## config.mk

```make
export PLATFORM = sky130hd
export DESIGN_NAME = wb_arbiter_queued
export DESIGN_NICKNAME = d
export VERILOG_FILES = /design/src/rtl/wb_arbiter_queued.sv
export SDC_FILE = /design/constraint.sdc
export NUM_CORES = 1
export LEC_CHECK = 0
export BUFFER_PORTS_ARGS = -buffer_cell sky130_fd_sc_hd__buf_2
export CORE_UTILIZATION = 50
export DETAILED_ROUTE_END_ITERATION = 10
export GPL_TIMING_DRIVEN = 0
export HOLD_SLACK_MARGIN = 0.08
export PLACE_DENSITY_LB_ADDON = 0.2
export SYNTH_ARGS = -nofsm -noshare
export SYNTH_HDL_FRONTEND = slang
export SYNTH_SLANG_ARGS = --single-unit
```

## constraint.sdc

```tcl
create_clock -name clock -period 3.35 [get_ports clock]
set_input_delay 0.1675 -clock clock [delete_from_list [all_inputs] [get_ports clock]]
set_output_delay 0.1675 -clock clock [all_outputs]
set_load 0.02 [all_outputs]
```

## src/rtl/wb_arbiter_queued.sv

```systemverilog
// wb_arbiter_queued: writeback stage that buffers results from several
// functional units in small per-unit FIFOs and arbitrates them, one per
// cycle, onto the single register-file write port.
module wb_arbiter_queued #(
    parameter int NUM_UNITS = 3,
    parameter int DATA_W    = 32,
    parameter int ADDR_W    = 5,
    parameter int DEPTH     = 2,
    parameter int RR_MODE   = 1
) (
    input  logic                           clock,
    input  logic                           reset,
    input  logic [NUM_UNITS-1:0]           unit_valid,
    output logic [NUM_UNITS-1:0]           unit_ready,
    input  logic [NUM_UNITS-1:0]           unit_writereg,
    input  logic [NUM_UNITS*ADDR_W-1:0]    unit_regdest,
    input  logic [NUM_UNITS*DATA_W-1:0]    unit_wbvalue,
    output logic                           wb_reg_en,
    output logic [ADDR_W-1:0]              wb_reg_addr,
    output logic [DATA_W-1:0]              wb_reg_data,
    output logic [$clog2(NUM_UNITS)-1:0]   wb_grant_id,
    output logic [NUM_UNITS-1:0]           wb_pending,
    output logic                           wb_idle
);

    localparam int ID_W  = $clog2(NUM_UNITS);
    localparam int PTR_W = (DEPTH > 1) ? $clog2(DEPTH) : 1;
    localparam int CNT_W = $clog2(DEPTH) + 1;

    logic [ADDR_W-1:0] mem_addr [NUM_UNITS][DEPTH];
    logic [DATA_W-1:0] mem_data [NUM_UNITS][DEPTH];
    logic [PTR_W-1:0]  rd_ptr   [NUM_UNITS];
    logic [PTR_W-1:0]  wr_ptr   [NUM_UNITS];
    logic [CNT_W-1:0]  count    [NUM_UNITS];

    logic [NUM_UNITS-1:0] full;
    logic [NUM_UNITS-1:0] nonempty;
    logic [NUM_UNITS-1:0] push;
    logic [NUM_UNITS-1:0] pop;
    logic [ID_W-1:0]      rr_ptr;
    logic [ID_W-1:0]      grant_idx;
    logic                 grant_any;
    logic [ADDR_W-1:0]    head_addr;
    logic [DATA_W-1:0]    head_data;

    // Channel status and handshake; ready comes only from stored occupancy
    // and reset, and filtered results are accepted but never stored.
    always_comb begin
        full       = '0;
        nonempty   = '0;
        unit_ready = '0;
        push       = '0;
        for (int i = 0; i < NUM_UNITS; i++) begin
            full[i]       = (count[i] == CNT_W'(DEPTH));
            nonempty[i]   = (count[i] != '0);
            unit_ready[i] = reset && !full[i];
            push[i]       = unit_valid[i] && unit_ready[i] && unit_writereg[i]
                            && (unit_regdest[i*ADDR_W +: ADDR_W] != '0);
        end
    end

    // Pick one non-empty channel: rotating search after the last winner,
    // or lowest index first when round-robin is disabled.
    always_comb begin
        int              cand;
        logic [ID_W-1:0] cand_idx;
        grant_any = 1'b0;
        grant_idx = '0;
        cand      = 0;
        cand_idx  = '0;
        if (RR_MODE != 0) begin
            for (int k = 1; k <= NUM_UNITS; k++) begin
                cand = int'(rr_ptr) + k;
                if (cand >= NUM_UNITS) begin
                    cand = cand - NUM_UNITS;
                end
                cand_idx = ID_W'(cand);
                if (!grant_any && nonempty[cand_idx]) begin
                    grant_any = 1'b1;
                    grant_idx = cand_idx;
                end
            end
        end else begin
            for (int i = 0; i < NUM_UNITS; i++) begin
                if (!grant_any && nonempty[i]) begin
                    grant_any = 1'b1;
                    grant_idx = ID_W'(i);
                end
            end
        end
    end

    // Pop strobe and head entry of the granted channel.
    always_comb begin
        pop       = '0;
        head_addr = mem_addr[grant_idx][rd_ptr[grant_idx]];
        head_data = mem_data[grant_idx][rd_ptr[grant_idx]];
        if (grant_any) begin
            pop[grant_idx] = 1'b1;
        end
    end

    // FIFO storage writes; contents need no reset because occupancy gates reads.
    always_ff @(posedge clock) begin
        for (int i = 0; i < NUM_UNITS; i++) begin
            if (push[i]) begin
                mem_addr[i][wr_ptr[i]] <= unit_regdest[i*ADDR_W +: ADDR_W];
                mem_data[i][wr_ptr[i]] <= unit_wbvalue[i*DATA_W +: DATA_W];
            end
        end
    end

    // FIFO pointers, occupancy, arbitration pointer and the registered write port.
    always_ff @(posedge clock) begin
        if (!reset) begin
            for (int i = 0; i < NUM_UNITS; i++) begin
                rd_ptr[i] <= '0;
                wr_ptr[i] <= '0;
                count[i]  <= '0;
            end
            rr_ptr      <= ID_W'(NUM_UNITS - 1);
            wb_reg_en   <= 1'b0;
            wb_reg_addr <= '0;
            wb_reg_data <= '0;
            wb_grant_id <= '0;
        end else begin
            for (int i = 0; i < NUM_UNITS; i++) begin
                if (push[i]) begin
                    wr_ptr[i] <= wr_ptr[i] + PTR_W'(1);
                end
                if (pop[i]) begin
                    rd_ptr[i] <= rd_ptr[i] + PTR_W'(1);
                end
                count[i] <= count[i] + {{(CNT_W-1){1'b0}}, push[i]}
                                     - {{(CNT_W-1){1'b0}}, pop[i]};
            end
            if (grant_any) begin
                wb_reg_en   <= 1'b1;
                wb_reg_addr <= head_addr;
                wb_reg_data <= head_data;
                wb_grant_id <= grant_idx;
                if (RR_MODE != 0) begin
                    rr_ptr <= grant_idx;
                end
            end else begin
                wb_reg_en <= 1'b0;
            end
        end
    end

    assign wb_pending = nonempty;
    assign wb_idle    = ~|nonempty && !wb_reg_en;

endmodule

```

== Word level (Yosys, flattened, before mapping) ==
Memories as Yosys holds them, arrays and structs flattened.
Index checks and enable logic that the tools add are counted.
Operators by class
  equal/unequal tests: 3
  reduce and logical (&&, ||, !) cells: 33
  add/sub/neg operators: 18
  multiplexer cells: 72
  bitwise gates (word level): 13
  $lt $le $gt $ge: 15
Operators with widths (count)
  two-way mux 32 bit: 6
  two-way mux 64 bit: 3
  demux 32 bit (select 1 bit): 3
  two-way mux 1 bit: 34
  two-way mux 10 bit: 3
  two-way mux 5 bit: 6
  logical AND 1 bit: 19
  two-way mux 2 bit: 9
  demux 5 bit (select 1 bit): 3
  nonzero test 5 bit: 3
  less-than comparator 2 x 3 -> 1 bit (second input constant): 4
  >= comparator 3 x 2 -> 1 bit (second input constant): 3
  bitwise OR 1 bit: 9
  >= comparator 2 bit (second input constant): 4
  inverter 1 -> 2 bit: 4
  zero test 1 bit: 7
  adder 1 bit (second input constant): 6
  adder 2 x 1 -> 2 bit: 3
  adder 2 x 2 -> 3 bit (second input constant): 2
  binary-select mux 1 bit (select 2 bit): 3
  equality test 2 bit (second input constant): 3
  less-than comparator 2 x 1 -> 1 bit (second input constant): 3
  nonzero test 2 bit: 3
  subtractor 2 x 1 -> 2 bit: 3
  6 further kinds: 8
Word-level totals
  word-level logic and storage cells: 164
  bits in writable memories: 234
  memories kept: 5
  output and inout bits: 47
  flip-flop bits (word level): 42
  input port bits: 119
Memories
  mem_data: depth 3, bits a word 64, read ports 1, clocked after memory_dff 0, wr ports 3, RTL line 31  | logic [DATA_W-1:0] mem_data [NUM_UNITS][DEPTH];
  mem_addr: depth 3, bits a word 10, read ports 1, clocked after memory_dff 0, wr ports 3, RTL line 30  | logic [ADDR_W-1:0] mem_addr [NUM_UNITS][DEPTH];
  count: depth 3, bits a word 2, read ports 3, clocked after memory_dff 0, wr ports 3, RTL line 34  | logic [CNT_W-1:0] count [NUM_UNITS];
  rd_ptr: depth 3, bits a word 1, read ports 4, clocked after memory_dff 0, wr ports 3, RTL line 32  | logic [PTR_W-1:0] rd_ptr [NUM_UNITS];
  wr_ptr: depth 3, bits a word 1, read ports 3, clocked after memory_dff 0, wr ports 3, RTL line 33  | logic [PTR_W-1:0] wr_ptr [NUM_UNITS];

== Logic depth before layout (Yosys ltp) ==
Gate-level depths: netlist of the first run.
  depth in word-level cells: 21
  gate-level depth with buffers: 16
  gate-level depth less buffers: 12

== Least setup slack after synthesis of the first run ==
OpenSTA, ideal clock, no wires.
  path type: input to register
  from: input port reset
  to: memory mem_addr[2][5] in the netlist's numbering (enable)
  library setup time: 0.431 ns
  stages on the path: 4
  data arrival time: 2.889 ns
  required time: 2.919 ns
  slack: 0.030 ns
  cells stage by stage: clkbuf_1 -> a21boi_0 -> o2111ai_1 -> nor2_1
RTL lines
  start, declared: RTL line 12  | input logic reset,
  end, declared: RTL line 30

==> flow_summary_export.csv, run 1 <==
group,metric,value,unit
floorplanning,die_h,150.5,microns
critical_path,critPathMaxStageDelay,0.39,ns
sta,fin_crit,3.225,ns
global_route,grt_pass1_wl,46000,microns
synthesis,ys_seq_area_share,70.66,%
clock_tree,cts.sinks,275,
routing,drtPass1Iterations,5,
place,dpl_worst_slack,-0.6200,ns
critical_path,cp_slowest_cell,"dfxtp_2",
sta,drv_slew,0,
clock_tree,cts.clk_slew.worst_paths,0.06,ns
flow_run,drv_cap,0,
global_route,grt_max_degree,27,
floorplanning,coreArea,21290,sq um
min_path,hold_path_class,"input port to register",
synthesis,synth-edff-count,228,
clock_tree,cts_root_buf,"clkbuf_16",
critical_path,cp.required,3.77,ns
clock_tree,cts_tree,"built",
synthesis,synth_common_cells,"edfxtp_1, nand2_1, nand3_1",
synthesis,ys_dominant_reg_cell,"edfxtp_1",
layout,drive_gt1_share,24.43,%
synthesis,synth_area_leaders,"edfxtp_1, dfxtp_1, nand3_1, a211oi_2, o31a_1",
sta,rsz0062_at_grt,"false",
floorplanning,die_x,150.5,microns
routing,routedWlPerCell,21.66,microns
global_route,grt_pass1_vias,8227,
place,dp_hpwl,19280,microns
global_route,grt.total_usage,27.71,%
floorplanning,fp.dieArea,22640,sq um
critical_path,arrival,3.65,ns
routing,wl,30780,microns
synthesis,ys_seq_elements,275,
critical_path,critPathMostFrequentCell,"ha_1",
power,peakVddDrop,716.8,uV
synthesis,yosysWarnings,0,
sta,timing.fmax,310.1,MHz
sta,fin_crit_sh,96.26,%
place,port_buffers,165,
routing,drcViolationCount,0,
layout,antennaDiodeCount,0,
critical_path,cp_top_family,"adder cells",
layout,layout.nets,1254,
synthesis,syn_area,11020,sq um
floorplanning,initial_core_util,51.78,%
sta,hold_viol_final,0,
critical_path,start_kind,"register",
layout,instances_no_fill,1421,
routing,ant_nets,0,
critical_path,critPathKind,"register to register",
synthesis,synthCells,813,
outcome,status,"finished, final reports clean",
synthesis,synth_top_area_cell,"edfxtp_1",
sta,setup_ws,0.1253,ns
clock_tree,htreeDepth,1,
synthesis,synth.distinct_cells,45,
sta,slew_headroom,47.18,%
sta,tightest_slew,0.7904,ns
clock_tree,cts_buffers,28,
synthesis,ys_async_sr_fraction,0,%
critical_path,path_buf_inv,4,
synthesis,syn-num-nets,942,
place,dp_cells,1259,
floorplanning,rows,53,
clock_tree,clk_latency,0.55,ns
place,gp_congestion,0.8425,
synthesis,synthMostInstantiatedCell,"edfxtp_1",
layout,area_delta_synth_final,30.73,%
floorplanning,io_pins,166,
power,p_leak,5.325,nW
layout,fin_util,67.69,%
synthesis,syn_avg_cell_area,13.56,sq um
sta,setup_viol,0,
critical_path,worstSetupEndpointType,"register",
routing,drtIter0Drc,714,
clock_tree,clockBufferDepth,3,
synthesis,yosys.area.top_type_share,62.12,%
global_route,antenna_found_initial,0,
power,powerDensity,983.3,nW/um^2
critical_path,crit_path_max_fanout,10,
routing,vias,8043,
critical_path,crit_chain,"inv_1 > ha_1 > buf_6 > nand2b_1 > a32o_1 > nor4_4 > clkbuf_2 > nor3_2 > ha_1 > inv_1 > ha_1 > xnor2_1 > xnor2_1 > and2_1",
routing,via_per_inst,5.660,
sta,finalClockSkew,0.02367,ns
global_route,globalRoute.totalOverflow,0,
==> kinds of logic (layout without fill, tap and decap cells) <==
family                     after synthesis  in the layout  synth area share, %
AOI/OAI and AO/OA                      174            174                12.46
xor gates and xnor gates                 6              6               0.4768
adders and majority gates               10             10                1.135
buffers and inverters                   71            404                3.190
DFF                                    275            275                70.66
and+or+nand+nor                        277            277                12.08
==> worst reg2reg max path: stages (launching register included) <==
cell and delay [ns]:
dfxtp_2 0.39, inv_1 0.10, ha_1 0.33, buf_6 0.15, nand2b_1 0.14, a32o_1 0.34, nor4_4 0.35, clkbuf_2 0.29
nor3_2 0.08, ha_1 0.29, inv_1 0.04, ha_1 0.19, xnor2_1 0.13, xnor2_1 0.12, and2_1 0.15
==> stage by stage <==
step / TNS [ns] / power, mW / cell area [sq um] / hold WS [ns]
finish: 0 / 14.17 / 14410 / 0.1470
global route: 0 / 14.91 / 14410 / 0.1542
CTS: 0 / 14.13 / 14390 / 0.1331
detailed placement: -2.585 / 11.00 / 12370 / 0.3587
global placement: -159.24 / 10.87 / 12190 / 0.3556
floorplan: 0 / 8.887 / 11020 / 0.2664
==> layout make-up <==
type,count,area (sq um)
tap,275,344.1
fill,1519,6878
inverter,14,52.55
multi-input combinational,467,2947
buffer,54,307.8
timing repair buffer,285,2110
clock inverter,15,108.9
sequential,275,7789
clock buffer,36,750.7
==> state kept, by name (all words and copies together), names as in the netlist, 2 cells and up <==
name         flops
count            6
mem_addr        30
wb_reg_addr      5
rd_ptr           3
wr_ptr           3
wb_reg_data     32
mem_data       192
wb_grant_id      2
==> layout by cell type (no fill, tap or decap), types with 13 or more instances in the layout <==
cell,count
and2_1,44
dlygate4sd3_1,111
a21oi_1,40
nand2_1,81
dfxtp_1,46
o31a_1,38
edfxtp_1,228
clkbuf_16,28
inv_1,13
buf_2,167
nor2_1,47
nand3_1,75
a31oi_1,36
clkbuf_1,42
a211oi_2,29
==> layer usage <==
metal / wire length [microns] / vias up / track usage [%]
met5: 0 / - / 0
met1: 12210 / 3949 / 36.02
met4: 724 / 0 / 8.586
met2: 15450 / 373 / 48.00
li1: - / 3666 / -
met3: 2387 / 55 / 3.939
==> power breakdown <==
part           switching [mW]  total, mW  leakage [nW]  internal (mW)
clock                    1.27       2.93         0.425           1.66
combinational            4.46       7.01          2.43           2.55
sequential              0.164       4.23          2.46           4.07
total                    5.89       14.2          5.33           8.28
==> worst paths after layout <==
| kind | to | start | cells past startpoint | slack [ns] |
|---|---|---|---|---|
| worst max-delay path | count[0][3] | wb_grant_id[0] | 14 | 0.13 |
| worst max register to register | count[0][3] | wb_grant_id[0] | 14 | 0.13 |
| worst min register to register | wb_grant_id[1] | wb_grant_id[1] | 2 | 0.52 |
| worst min-delay path | wr_ptr[0][0] | unit_valid[0] | 3 | 0.15 |
==> timing repair <==
| action | CTS | global route |
|---|---|---|
| setup buffers | 2 | 1 |
| endpoints found under the setup margin | 8 | 3 |
| hold buffers | 111 | 0 |
| pin swaps | 2 | 1 |
| endpoints found under the hold margin | 222 | 0 |
| resized for setup | 13 | 6 |
(Power assumes the default switching activity.)
==> run 2: changes to the inputs <==
- RECOVER_POWER: unset -> 25
==> flow_summary_export.csv, run 2 (synthesis results as in run 1) <==
group,metric,value,unit
outcome,status,"finished, final reports clean",
layout,antennaDiodeCount,0,
place,gp_congestion,0.8425,
sta,tns,0,ns
critical_path,crit_path_max_fanout,10,
layout,stdcell_area,14340,sq um
place,dpl-instance-area,12370,sq um
critical_path,critPathMostFrequentCell,"ha_1",
layout,final_cell_mix,"edfxtp_1, dlygate4sd3_1, buf_2",
routing,wl,30710,microns
clock_tree,cts.clk_slew.worst_paths,0.06,ns
min_path,min_path_cells,3,
sta,rsz0062_at_grt,"false",
routing,drtIter0Drc,713,
clock_tree,cts_root_buf,"clkbuf_16",
global_route,globalRoute.totalOverflow,0,
routing,drcViolationCount,0,
min_path,hold_path_class,"input port to register",
floorplanning,die_h,150.5,microns
routing,vias,7991,
min_path,hold_start,"unit_valid[0]",
power,p_comb_share,49.4,%
floorplanning,rows,53,
routing,drtPass1Iterations,4,
sta,finalClockSkew,0.02348,ns
power,p_sw,5.866,mW
min_path,min_to,"wr_ptr[0][0]",
sta,fin_crit,3.247,ns
place,port_buffers,165,
critical_path,arrival,3.67,ns
floorplanning,coreArea,21290,sq um
critical_path,critPathMaxStageDelay,0.39,ns
global_route,grt_pass1_vias,8227,
sta,drv_slew,0,
layout,fin_util,67.35,%
layout,layout.nets,1254,
critical_path,worstSetupEndpointType,"register",
routing,routedWlPerCell,21.61,microns
critical_path,cp.required,3.77,ns
critical_path,regToRegEndpoint,"count[0][3]",
critical_path,critPathKind,"register to register",
critical_path,critical_path_depth,14,
layout,instances_no_fill,1421,
critical_path,r2r-start,"wb_grant_id[0]",
routing,ant_nets,0,
clock_tree,clk_latency,0.55,ns
sta,hold_viol_final,0,
sta,timing.fmax,308.0,MHz
global_route,grt_max_degree,27,
power,p_leak,5.169,nW
critical_path,crit_chain,"inv_1 > ha_1 > buf_6 > nand2b_1 > a32o_1 > nor4_4 > clkbuf_2 > nor3_2 > ha_1 > inv_1 > ha_1 > xnor2_1 > xnor2_1 > and2_1",
sta,slew_headroom,47.36,%
critical_path,worstRegToRegCells,14,
global_route,grt.total_usage,27.71,%
floorplanning,io_pins,166,
flow_run,drv_cap,0,
power,p_clk_share,20.6,%
power,powerDensity,985.6,nW/um^2
clock_tree,htreeDepth,1,
critical_path,reg2reg_slack,0.10,ns
layout,drive_gt1_share,19.46,%
global_route,grt_pass1_wl,46000,microns
clock_tree,clockBufferDepth,3,
critical_path,cp_slowest_cell,"dfxtp_2",
routing,via_per_inst,5.624,
sta,fin_crit_sh,96.91,%
place,dp_cells,1259,
layout,largest_reg_flops,192,
power,intPower,8.266,mW
sta,tightest_slew,0.7878,ns
sta,setup_viol,0,
place,dp_hpwl,19280,microns
critical_path,start_kind,"register",
floorplanning,die_x,150.5,microns
layout,layout_commonest_cell,"edfxtp_1",
clock_tree,cts_buffers,28,
critical_path,cp_top_family,"adder cells",
global_route,antenna_found_initial,0,
power,power_frac_seq,29.9,%
floorplanning,initial_core_util,51.78,%
critical_path,path_buf_inv,4,
floorplanning,fp.dieArea,22640,sq um
clock_tree,cts_tree,"built",
layout,area_delta_synth_final,30.08,%
power,peakVddDrop,708.5,uV
power,switching_share,41.51,%
clock_tree,cts.sinks,275,
-- run 2: per-stage QoR --
| step | hold slack (ns) | setup WS (ns) | power, mW |
|---|---|---|---|
| 2_1_floorplan | 0.2664 | 0.02987 | 8.887 |
| 3_3_place_gp | 0.3556 | -1.471 | 10.87 |
| 3_5_place_dp | 0.3587 | -0.6200 | 11.00 |
| 4_1_cts | 0.1331 | 0.02788 | 14.13 |
| 5_1_grt | 0.1542 | 0.001331 | 14.90 |
| 6_report | 0.1477 | 0.1035 | 14.13 |
-- run 2: worst max path at each step --
stage	slack, ns	end	from
6_report	0.10	count[0][3]	wb_grant_id[0]
5_1_grt	0.001	count[0][1]	wb_grant_id[0]
4_1_cts	0.03	count[0][3]	wb_grant_id[0]
3_5_place_dp	-0.62	count[0][1]	wb_grant_id[0]
3_3_place_gp	-1.47	mem_data[2][49]	reset
2_1_floorplan	0.03	mem_addr[2][5]	reset
-- run 2: cell type report --
cell class | count | area (sq um)
tap | 275 | 344.1
timing repair buffer | 285 | 2038
inverter | 14 | 52.55
multi-input combinational | 467 | 2947
fill | 1551 | 6949
clock buffer | 36 | 750.7
buffer | 54 | 307.8
sequential | 275 | 7789
clock inverter | 15 | 108.9
-- run 2: tightest hold or removal path, cell delays in order --
cell       delay [ns]
buf_2            0.10
o2111ai_1        0.15
nand2_1          0.09
-- run 2: power groups by stage --
stage / sequential, mW / combinational (mW) / clock (mW)
after CTS: 4.23 / 6.96 / 2.95
after detailed placement: 4.30 / 6.70 / 0
after global placement: 4.30 / 6.57 / 0
after global routing: 4.26 / 7.55 / 3.08
final: 4.23 / 6.99 / 2.92
after floorplan: 4.44 / 4.45 / 0
-- run 2: timing repair --
action                                  4_1_cts  5_1_grt
hold buffers                                111        0
hold endpoints to repair                    222        0
buffers inserted                              2        1
pin swaps                                     2        1
resized for setup                            13        6
cloned                                        0        0
endpoints found under the setup margin        8        3
-- run 2: routing by layer --
metal / vias to the layer above / track usage, % / wire [microns]
met2: 367 / 48.00 / 15330
met3: 58 / 3.939 / 2295
li1: 3671 / - / -
met4: 0 / 8.586 / 795
met5: - / 0 / 0
met1: 3895 / 36.02 / 12290
